File: src/rtl/arm_instr_encoder_if.sv
// arm_instr_encoder_if: field-bundle stream in, instruction-memory write port out
interface arm_instr_encoder_if #(parameter int ADDR_W = 8);
  logic              in_valid;
  logic              in_ready;
  logic [3:0]        in_cond;
  logic [1:0]        in_op;
  logic [5:0]        in_funct;
  logic [3:0]        in_rn;
  logic [3:0]        in_rd;
  logic [11:0]       in_src2;
  logic              in_last;
  logic              imem_we;
  logic [ADDR_W-1:0] imem_addr;
  logic [31:0]       imem_wdata;
  logic              imem_ack;
  modport master (
    output in_valid, in_cond, in_op, in_funct, in_rn, in_rd, in_src2, in_last, imem_ack,
    input  in_ready, imem_we, imem_addr, imem_wdata
  );
  modport slave (
    input  in_valid, in_cond, in_op, in_funct, in_rn, in_rd, in_src2, in_last, imem_ack,
    output in_ready, imem_we, imem_addr, imem_wdata
  );
endinterface

File: src/rtl/arm_instr_encoder.sv
// arm_instr_encoder: packs decoder fields into ARM words and writes them into imem.
// Define ARM_ENC_CHECK_EN to reject bundles the decoder cannot execute.
module arm_instr_encoder #(
  parameter int ADDR_W    = 8,
  parameter int BASE_ADDR = 0,
  parameter int DEPTH     = 64
) (
  input  logic                 clk,
  input  logic                 reset,
  arm_instr_encoder_if.slave   bus,
  output logic [ADDR_W-1:0]    word_count,
  output logic                 done,
  output logic                 wrapped,
  output logic                 err_illegal
);
  typedef enum logic [1:0] {IDLE, WRITE, DONE} state_t;
  localparam logic [ADDR_W-1:0] BASE = ADDR_W'(BASE_ADDR);
  localparam logic [ADDR_W-1:0] LAST = ADDR_W'(BASE_ADDR + 4 * (DEPTH - 1));
  state_t state, state_n;
  logic is_bx, illegal, accept, wr_ack, last_q;
  logic [31:0] enc;
  assign is_bx = bus.in_op == 2'b00 && bus.in_funct == 6'b010010 && bus.in_rd == 4'hF;
  assign enc = is_bx ? {bus.in_cond, 8'h12, 12'hFFF, 4'h1, bus.in_src2[3:0]}
                     : {bus.in_cond, bus.in_op, bus.in_funct, bus.in_rn, bus.in_rd, bus.in_src2};
`ifdef ARM_ENC_CHECK_EN
  assign illegal = bus.in_op == 2'b11
    || (bus.in_op == 2'b00 && !is_bx && !(bus.in_funct[4:1] inside {4'b0000, 4'b1100, 4'b0100,
                                                                   4'b0010, 4'b1101, 4'b1010}))
    || (bus.in_op == 2'b00 && bus.in_funct[4:1] == 4'b1010 && !bus.in_funct[0])
    || (bus.in_op == 2'b01 && bus.in_funct[2])
    || (bus.in_op == 2'b10 && !bus.in_funct[5]);
`else
  assign illegal = 1'b0;
`endif
  assign bus.in_ready = state == IDLE && !reset;
  assign bus.imem_we  = state == WRITE;
  assign done         = state == DONE;
  assign accept       = bus.in_valid && bus.in_ready;
  assign wr_ack       = bus.imem_we && bus.imem_ack;
  always_ff @(posedge clk)
    state <= reset ? IDLE : state_n;
  always_comb begin
    state_n = state;
    if (accept) state_n = !illegal ? WRITE : bus.in_last ? DONE : IDLE;
    if (wr_ack) state_n = last_q ? DONE : IDLE;
  end
  always_ff @(posedge clk) begin
    if (reset) begin
      bus.imem_wdata <= '0;
      bus.imem_addr  <= BASE;
      word_count     <= '0;
      wrapped        <= 1'b0;
      err_illegal    <= 1'b0;
      last_q         <= 1'b0;
    end else begin
      if (accept && !illegal) begin
        bus.imem_wdata <= enc;
        last_q         <= bus.in_last;
      end
      if (accept && illegal) err_illegal <= 1'b1;
      if (wr_ack) begin
        bus.imem_addr <= bus.imem_addr == LAST ? BASE : bus.imem_addr + ADDR_W'(4);
        wrapped       <= wrapped || bus.imem_addr == LAST;
        word_count    <= word_count + ADDR_W'(1);
      end
    end
  end
endmodule
File: src/flat_wrapper.sv
// flat-port wrapper written by rule: the top's interface ports become plain ports
module arm_instr_encoder_flat 
#(
  parameter int ADDR_W    = 8,
  parameter int BASE_ADDR = 0,
  parameter int DEPTH     = 64
)
  (clk, reset, word_count, done, wrapped, err_illegal, bus_in_valid, bus_in_cond, bus_in_op, bus_in_funct, bus_in_rn, bus_in_rd, bus_in_src2, bus_in_last, bus_imem_ack, bus_in_ready, bus_imem_we, bus_imem_addr, bus_imem_wdata);
  arm_instr_encoder_if #(.ADDR_W(ADDR_W)) bus_i ();
  input  logic clk;
  input  logic reset;
  output logic [ADDR_W-1:0] word_count;
  output logic done;
  output logic wrapped;
  output logic err_illegal;
  input wire logic [$bits(bus_i.in_valid)-1:0] bus_in_valid;
  input wire logic [$bits(bus_i.in_cond)-1:0] bus_in_cond;
  input wire logic [$bits(bus_i.in_op)-1:0] bus_in_op;
  input wire logic [$bits(bus_i.in_funct)-1:0] bus_in_funct;
  input wire logic [$bits(bus_i.in_rn)-1:0] bus_in_rn;
  input wire logic [$bits(bus_i.in_rd)-1:0] bus_in_rd;
  input wire logic [$bits(bus_i.in_src2)-1:0] bus_in_src2;
  input wire logic [$bits(bus_i.in_last)-1:0] bus_in_last;
  input wire logic [$bits(bus_i.imem_ack)-1:0] bus_imem_ack;
  output wire logic [$bits(bus_i.in_ready)-1:0] bus_in_ready;
  output wire logic [$bits(bus_i.imem_we)-1:0] bus_imem_we;
  output wire logic [$bits(bus_i.imem_addr)-1:0] bus_imem_addr;
  output wire logic [$bits(bus_i.imem_wdata)-1:0] bus_imem_wdata;
  assign bus_i.in_valid = bus_in_valid;
  assign bus_i.in_cond = bus_in_cond;
  assign bus_i.in_op = bus_in_op;
  assign bus_i.in_funct = bus_in_funct;
  assign bus_i.in_rn = bus_in_rn;
  assign bus_i.in_rd = bus_in_rd;
  assign bus_i.in_src2 = bus_in_src2;
  assign bus_i.in_last = bus_in_last;
  assign bus_i.imem_ack = bus_imem_ack;
  assign bus_in_ready = bus_i.in_ready;
  assign bus_imem_we = bus_i.imem_we;
  assign bus_imem_addr = bus_i.imem_addr;
  assign bus_imem_wdata = bus_i.imem_wdata;
  arm_instr_encoder #(.ADDR_W(ADDR_W), .BASE_ADDR(BASE_ADDR), .DEPTH(DEPTH)) u_core (.clk(clk), .reset(reset), .bus(bus_i), .word_count(word_count), .done(done), .wrapped(wrapped), .err_illegal(err_illegal));
endmodule
File: config.mk
export PLATFORM = sky130hd
export DESIGN_NAME = arm_instr_encoder_flat
export DESIGN_NICKNAME = d
export VERILOG_FILES = /design/src/rtl/arm_instr_encoder_if.sv /design/src/rtl/arm_instr_encoder.sv /design/src/flat_wrapper.sv
export SDC_FILE = /design/constraint.sdc
export NUM_CORES = 1
export LEC_CHECK = 0
export CAP_MARGIN = 20
export CORE_MARGIN = 2
export CORE_UTILIZATION = 41
export DETAILED_ROUTE_END_ITERATION = 12
export GPL_ROUTABILITY_DRIVEN = 0
export PLACE_DENSITY = 0.81
export SYNTH_ARGS = -nofsm -noshare
export SYNTH_HDL_FRONTEND = slang
export SYNTH_SLANG_ARGS = --single-unit
File: constraint.sdc
create_clock -name clk -period 1.6 [get_ports clk]
set_input_delay 0.4 -clock clk [delete_from_list [all_inputs] [get_ports clk]]
set_output_delay 0.4 -clock clk [all_outputs]
set_load 0.02 [all_outputs]
Yosys cells after proc, flatten, opt, wreduce, memory -nomap -nowiden:

Index checks and enable logic that the tools add are counted.
Widths: inputs -> output; s select.

* register bits after elaboration: 52
* word-level logic and storage cells: 28
* output and inout port bits: 53

* multiplexer cells: 5
* add/subtract/negate cells: 2
* eq/ne operators: 5
* reductions and logical operators: 10

Operators by type and width (number)
* $mux 28: 1
* $add 8x1->8 const B: 1
* $add 8x3->8 const B: 1
* $eq 8x8->1 const B: 1
* $mux 8: 1
* $eq 6x5->1 const B: 1
* $mux 2: 3
* $logic_and 1x1->1: 5
* $eq 4x4->1 const B: 1
* $logic_not 2->1: 2
* $eq 2x1->1 const B: 1
* $eq 2x2->1 const B: 1
* $reduce_bool 2->1: 1
* $logic_not 1->1: 1
* $logic_or 1x1->1: 1

Longest topological paths before layout:

Gate-level depths: netlist of run 1.

* depth after elaboration: 5
* gate-level depth with buffers: 5

Worst setup path after synthesis of run 1:

Ideal clock, no wire load.

* path type: input port to output port
* start point: in reset
* end point: out bus_in_ready
* data required time: 1200 ps
* buffers on the path: 2
* stages on the path: 3
* setup slack: 0 ps
* arrival: 1200 ps
* cells stage by stage: buf_2 > clkbuf_1 > nor3_1

* longest elaborated chain between the ends: 2

Ends and longest elaborated chain
* from (decl): RTL line flat_wrapper.sv:11 `input logic reset;`
* $logic_not 1->1: RTL line arm_instr_encoder.sv:35 `assign bus.in_ready = state == IDLE && !reset;`
* $logic_and 1x1->1: RTL line arm_instr_encoder.sv:35
* to (decl): RTL line flat_wrapper.sv:25 `output wire logic [$bits(bus_i.in_ready)-1:0] bus_in_ready;`

No other way between the ends.

Final worst setup path of run 1:

* start point: reg u_core.state[0]
* end point: out bus_imem_we

* longest elaborated chain between the ends: 1

Ends and longest elaborated chain
* from (decl): RTL line arm_instr_encoder.sv:19 `state_t state, state_n;`
* from (signal assigned): RTL line arm_instr_encoder.sv:41 `state <= reset ? IDLE : state_n;`
* $eq 2x1->1: RTL line arm_instr_encoder.sv:36 `assign bus.imem_we = state == WRITE;`
* to (decl): RTL line flat_wrapper.sv:26 `output wire logic [$bits(bus_i.imem_we)-1:0] bus_imem_we;`

No other way between the ends.

==> impl_metrics.csv, run 1 <==
group,metric,value,unit
power,ir_worst_vdd,0.000515,V
logic_synthesis,synth_fa_ha_area_share,1.23,%
logic_synthesis,synth-compound-area-share,16.4,%
cts,cts.sinks,50,
global_routing,grt-ovfl-total,0,
cells_and_area,layout-drive-gt1-share,13.3,%
logic_synthesis,async_reset_ff_share,0,%
place,dp_hpwl,3.87,mm
detailed_routing,wire_per_inst,12.8,um
floorplan,coreArea,0.00475,sq mm
sta,fmax,0.645,GHz
run,maxCapViolations,0,
worst_setup_path,slowest_delay,400,ps
logic_synthesis,synth_edf_count,0,
logic_synthesis,yosys.area_share.simple,25.8,%
cells_and_area,regArea,0.00100,sq mm
sta,tns,0,ps
power,leakage,0.00139,uW
logic_synthesis,netlist_area,0.00203,sq mm
run_status,status,"finished clean",
detailed_routing,finalWirelength,5.18,mm
logic_synthesis,avgSynthCellArea,8.58,sq um
logic_synthesis,yosysSeqAreaShare,49.2,%
global_routing,grt_pass1_wl,8.47,mm
floorplan,dieArea,0.00554,sq mm
worst_setup_path,worstPathCellList,"nor2b_1 > clkdlybuf4s15_2",
cts,h-tree-depth,2,
worst_setup_path,cp_max_fo,5,
logic_synthesis,synth_top_family_by_area,"simple AND/OR/NAND/NOR gates",
cells_and_area,syn_to_final_growth,53.6,%
worst_setup_path,worstSetupPathType,"reg2out",
cells_and_area,final_core_util,65.7,%
global_routing,antenna_found_initial,0,
worst_setup_path,cp_top_family,"flip-flops",
detailed_routing,drt_pass1_iterations,4,
cells_and_area,nets,378,
detailed_routing,ant_nets,0,
cts,cts_hold_buf,0,
cells_and_area,multiInputGateArea,958,sq um
sta,period_share,96.9,%
worst_setup_path,worst_path_max_delay_cell,"dfxtp_1",
sta,hold_ws,410,ps
worst_setup_path,arrival,1150,ps
logic_synthesis,yosysWarningCount,0,
cells_and_area,final_cell_mix,"50 x nand2_1, 50 x dfxtp_1, 47 x dlygate4sd2_1",
floorplan,num_rows,25,
floorplan,die_width,74.4,um
logic_synthesis,synth_cells,237,
power,p_total,2480,uW
cts,clock-root-buffer,"clkbuf_8",
cts,clk_pin_slew,80,ps
worst_setup_path,startpoint_type,"register",
logic_synthesis,muxShareOfSynthArea,0,%
cts,tritoncts,"built",
floorplan,dieHeight,74.4,um
detailed_routing,drt_iter0_markers,106,
global_routing,grtUsageTotal,19.6,%
cells_and_area,nFillCells,430,
place,port_buffers,86,
cts,post-cts-setup-buffer-count,0,
logic_synthesis,synth_seq_cells,50,
global_routing,grt_pass1_vias,1950,
logic_synthesis,synth-xor-area-share,1.29,%
worst_hold_path,hp-class,"in2reg",
worst_setup_path,critPathBufInv,1,
floorplan,initial_utilization,42.8,%
power,power_density,794,mW/mm^2
floorplan,io_pins,90,
cts,cts_buffers,5,
logic_synthesis,synth_cell_types,37,
detailed_routing,drcViolationCount,0,
sta,slew_violations,0,
sta,period_minus_slack,1550,ps
worst_setup_path,required,1200,ps
cts,clk_latency,300,ps
sta,setup_viol,0,
detailed_routing,vias_per_cell,4.95,
cts,cts_buffer_depth,2,
logic_synthesis,synth-main-ff-cell,"dfxtp_1",
sta,fin_skew,6.55,ps
worst_setup_path,cp-end-kind,"output pin",
detailed_routing,num_vias,2011,
sta,hold_viol_final,0,
cells_and_area,n_antenna_cell,0,
global_routing,grt_start_max_net_pins,28,
==> synth_stat cells (2+ instances only) <==
cell | n | area, sq um
nand4b_1 | 2 | 17.5
or4_1 | 3 | 22.5
a21oi_1 | 33 | 165
nand4_1 | 2 | 12.5
nand3_1 | 4 | 20.0
buf_2 | 5 | 25.0
a211oi_1 | 9 | 67.6
nor2_1 | 23 | 86.3
nor2b_1 | 2 | 12.5
or3_1 | 6 | 37.5
o31ai_1 | 3 | 22.5
buf_6 | 3 | 33.8
a32o_1 | 3 | 30.0
clkbuf_1 | 5 | 18.8
o21ai_0 | 6 | 30.0
xnor2_1 | 2 | 17.5
nand2_1 | 50 | 188
buf_4 | 4 | 30.0
ha_1 | 2 | 25.0
dfxtp_1 | 50 | 1000
nor3_1 | 4 | 20.0
==> tightest hold or removal path: stages <==
cell            delay [ps]
dlymetal6s2s_1         140
nand2_1                 70
a21oi_1                 50
==> per-layer routing <==
layer / up-vias / GRT usage [%] / share of wire [%] / wire length (um)
met5: - / 0 / 0 / 0
met4: 0 / 4.17 / 0.89 / 46
met3: 7 / 5.83 / 7.2 / 373
met2: 70 / 35.3 / 48 / 2480
met1: 920 / 23.1 / 44 / 2290
li1: 1014 / - / - / -
==> area by class of cell <==
| cell class | instances | area share, % |
|---|---|---|
| flip-flops and latches | 50 | 32.0 |
| repair buffers | 112 | 32.0 |
| multi-input cells | 169 | 30.7 |
| well taps | 67 | 2.68 |
| clock buffers | 5 | 2.20 |
| clock inverters | 2 | 0.320 |
| inverters | 1 | 0.120 |
==> path summary, 6_finish.rpt <==
kind	startpoint	end	slack, ps	cells after the start
setup / recovery	u_core.state[0]	bus_imem_we	50	2
hold / removal	bus_in_op[1]	u_core.bus.imem_wdata[27]	410	3
setup reg to reg	u_core.state[1]	u_core.bus.imem_wdata[17]	70	5
hold reg to reg	u_core.bus.imem_wdata[2]	u_core.bus.imem_wdata[2]	450	2
==> sequential cells by signal, summed over array words and instances, names as in the netlist <==
signal / cells
u_core.last_q: 1
u_core.bus.imem_wdata: 32
u_core.wrapped: 1
u_core.word_count: 8
u_core.state: 2
u_core.bus.imem_addr: 6
==> what timing repair did <==
action	4_1_cts	5_1_grt
gates cloned	0	1
resized for setup	57	12
pin swaps	1	1
endpoints found under the setup margin	59	29
==> cell families (layout without fill, tap and decap cells) <==
family                     Yosys count  in the layout
and+or+nand+nor                    105            105
AOI/OAI and AO/OA                   56             56
DFF                                 50             50
buffers and inverters               20            120
xor gates and xnor gates             3              3
adders and majority gates            2              2
other                                1              3
==> stage by stage <==
stage,instances,area [sq um],worst slack (ps)
2_1_floorplan,239,2040,0.0960
6_report,406,3130,50.0
3_3_place_gp,398,3050,-338
3_5_place_dp,398,3050,-404
5_1_grt,406,3130,-4.15
4_1_cts,405,3090,13.0
==> report_power, final <==
group          switching [uW]  internal [uW]
clock                     395            294
combinational             237            223
sequential               30.6           1300
total                     663           1820
No activity file was read; power rests on OpenSTA's default activity.
==> run 2: changes to the inputs <==
--- a/config.mk
+++ b/config.mk
@@ -6,11 +6,13 @@
 export NUM_CORES = 1
 export LEC_CHECK = 0
 export CAP_MARGIN = 20
+export CELL_PAD_IN_SITES_DETAIL_PLACEMENT = 0
+export CELL_PAD_IN_SITES_GLOBAL_PLACEMENT = 1
 export CORE_MARGIN = 2
-export CORE_UTILIZATION = 41
+export CORE_UTILIZATION = 29
 export DETAILED_ROUTE_END_ITERATION = 12
 export GPL_ROUTABILITY_DRIVEN = 0
-export PLACE_DENSITY = 0.81
+export PLACE_DENSITY = 0.8
 export SYNTH_ARGS = -nofsm -noshare
 export SYNTH_HDL_FRONTEND = slang
 export SYNTH_SLANG_ARGS = --single-unit
==> run 2 against run 1 <==
Sequential cell count unchanged. Design area up 5.8%. Worst hold slack worse by 6.7 ps. Routed wire length is 4.0% higher. Sequential power hardly changed. Count of clock-buffer cells in the layout up 1. Global-route usage shrank 5.4 points. Cell count up 7.6%. Via count rose by 0.30%. First-iteration DRC count is 34% lower. Largest power group unchanged.
==> impl_metrics.csv, run 2 (synthesis gave the netlist of run 1 again) <==
group,metric,value,unit
global_routing,use_met1,17.0,%
cells_and_area,layout-drive-gt1-share,17.0,%
cts,cts_hold_buf,0,
cells_and_area,multiInputGateArea,993,sq um
global_routing,antenna_found_initial,0,
floorplan,io_pins,90,
worst_setup_path,arrival,1770,ps
worst_hold_path,min_to,"u_core.bus.imem_wdata[27]",
floorplan,coreArea,0.00679,sq mm
global_routing,grt_pass1_wl,8.76,mm
cells_and_area,n_antenna_cell,0,
worst_setup_path,r2r_slack,30,ps
floorplan,dieHeight,87.8,um
cells_and_area,reg_top3,"u_core.bus.imem_wdata: 32 flops, u_core.word_count: 8 flops, u_core.bus.imem_addr: 6 flops",
floorplan,num_rows,30,
power,power_density,876,mW/mm^2
sta,fmax,0.630,GHz
detailed_routing,vias_per_cell,4.62,
worst_hold_path,hp-class,"in2reg",
worst_setup_path,cp-end-kind,"register",
place,dpl_worst_slack,-438,ps
cts,cts_buffer_depth,2,
global_routing,grtUsageTotal,14.2,%
run,maxCapViolations,0,
sta,slew_violations,0,
worst_setup_path,cp_max_fo,10,
cells_and_area,regArea,0.00100,sq mm
worst_setup_path,r2r-end,"u_core.bus.imem_wdata[10]",
place,place_inst,427,
sta,hold_ws,404,ps
detailed_routing,num_vias,2017,
cts,h-tree-depth,2,
cts,clk_pin_slew,90,ps
place,port_buffers,86,
cells_and_area,regMostFlops,"u_core.bus.imem_wdata",
cells_and_area,nets,379,
worst_hold_path,holdPathStages,3,
worst_setup_path,worstSetupPathType,"in2reg",
floorplan,initial_utilization,29.9,%
global_routing,grt_util_met2,24.7,%
sta,setup_viol,0,
cells_and_area,largest_reg_flops,32,
worst_hold_path,min-delay-start,"bus_in_op[1]",
detailed_routing,drt_pass1_iterations,4,
detailed_routing,drt_iter0_markers,70,
place,dp_hpwl,3.86,mm
detailed_routing,ant_nets,0,
cells_and_area,final_common_cell,"nand2_1",
sta,hold_viol_final,0,
detailed_routing,finalWirelength,5.39,mm
cells_and_area,nFillCells,679,
power,leakage,0.00144,uW
cells_and_area,syn_to_final_growth,62.5,%
global_routing,grt_pass1_vias,1923,
cts,clk_latency,300,ps
global_routing,grt-ovfl-total,0,
worst_setup_path,r2r_start,"u_core.state[0]",
global_routing,grt_start_max_net_pins,27,
cts,cts_buffers,5,
cts,tritoncts,"built",
cells_and_area,final_cell_mix,"50 x nand2_1, 48 x dfxtp_1, 47 x dlygate4sd2_1",
sta,worst_slack,13.3,ps
detailed_routing,drcViolationCount,0,
global_routing,gr-max-usage-layer,"met2",
sta,period_share,99.2,%
power,ir_worst_vdd,0.000382,V
floorplan,dieArea,0.00770,sq mm
cts,cts.sinks,50,
worst_setup_path,startpoint_type,"input port",
worst_setup_path,required,1780,ps
run_status,status,"finished clean",
sta,fin_skew,8.10,ps
cells_and_area,final_cells,437,
global_routing,grt_use_met3,4.81,%
cts,clock-root-buffer,"clkbuf_8",
sta,period_minus_slack,1590,ps
floorplan,die_width,87.8,um
detailed_routing,wire_per_inst,12.3,um
worst_setup_path,r2r_cells,5,
[run 2: how the worst max path moves through the flow]
| stage | end | start | depth (start not counted) |
|---|---|---|---|
| after floorplan | bus_in_ready | reset | 3 |
| after global placement | u_core.bus.imem_wdata[16] | bus_in_op[1] | 6 |
| after detailed placement | u_core.bus.imem_wdata[11] | bus_in_op[1] | 6 |
| after CTS | u_core.bus.imem_wdata[4] | bus_in_funct[2] | 6 |
| after global routing | u_core.bus.imem_wdata[10] | u_core.state[0] | 5 |
| final | u_core.bus.imem_wdata[10] | bus_in_valid | 5 |
[run 2: per-layer routing]
metal  vias up  routed length (um)  part of all wire, %
met1       921                2340                   43
met2        67                2620                   49
met4         0                  31                 0.58
met5         -                   0                    0
met3         4                 397                  7.4
li1       1025                   -                    -
[run 2: repair_timing]
item                                    in CTS  in global routing
cloned                                       1                  1
gates resized for setup                     65                 16
setup buffers                                0                  0
endpoints found under the setup margin      62                 23
pin swaps                                    1                  2
[run 2: cell type report]
type / instances / area share, %
clock buffer: 6 / 2.50
clock inverter: 2 / 1.82
inverter: 1 / 0.114
multi-input combinational: 169 / 30.1
sequential: 50 / 30.4
tap: 96 / 3.63
timing repair buffer: 113 / 31.5
[run 2: power breakdown]
part           switching, uW  internal, uW
Clock                    419           667
Sequential              31.5          1300
Combinational            243           235
[run 2: worst max-delay path: stages]
cell and delay [ps]:
clkdlybuf4s50_1 470, or4b_4 520, buf_12 170, nor2_1 120
a211oi_2 80
[run 2: metrics by stage]
stage / TNS [ps] / area (sq um) / power [uW] / util, %
finish: 0 / 3310 / 2900 / 48.7
global route: -13.3 / 3310 / 3020 / 48.7
CTS: 0 / 3220 / 2910 / 47.4
detailed placement: -11880 / 3090 / 1850 / 45.5
global placement: -10700 / 3090 / 1850 / 45.5
floorplan: 0 / 2040 / 1590 / -
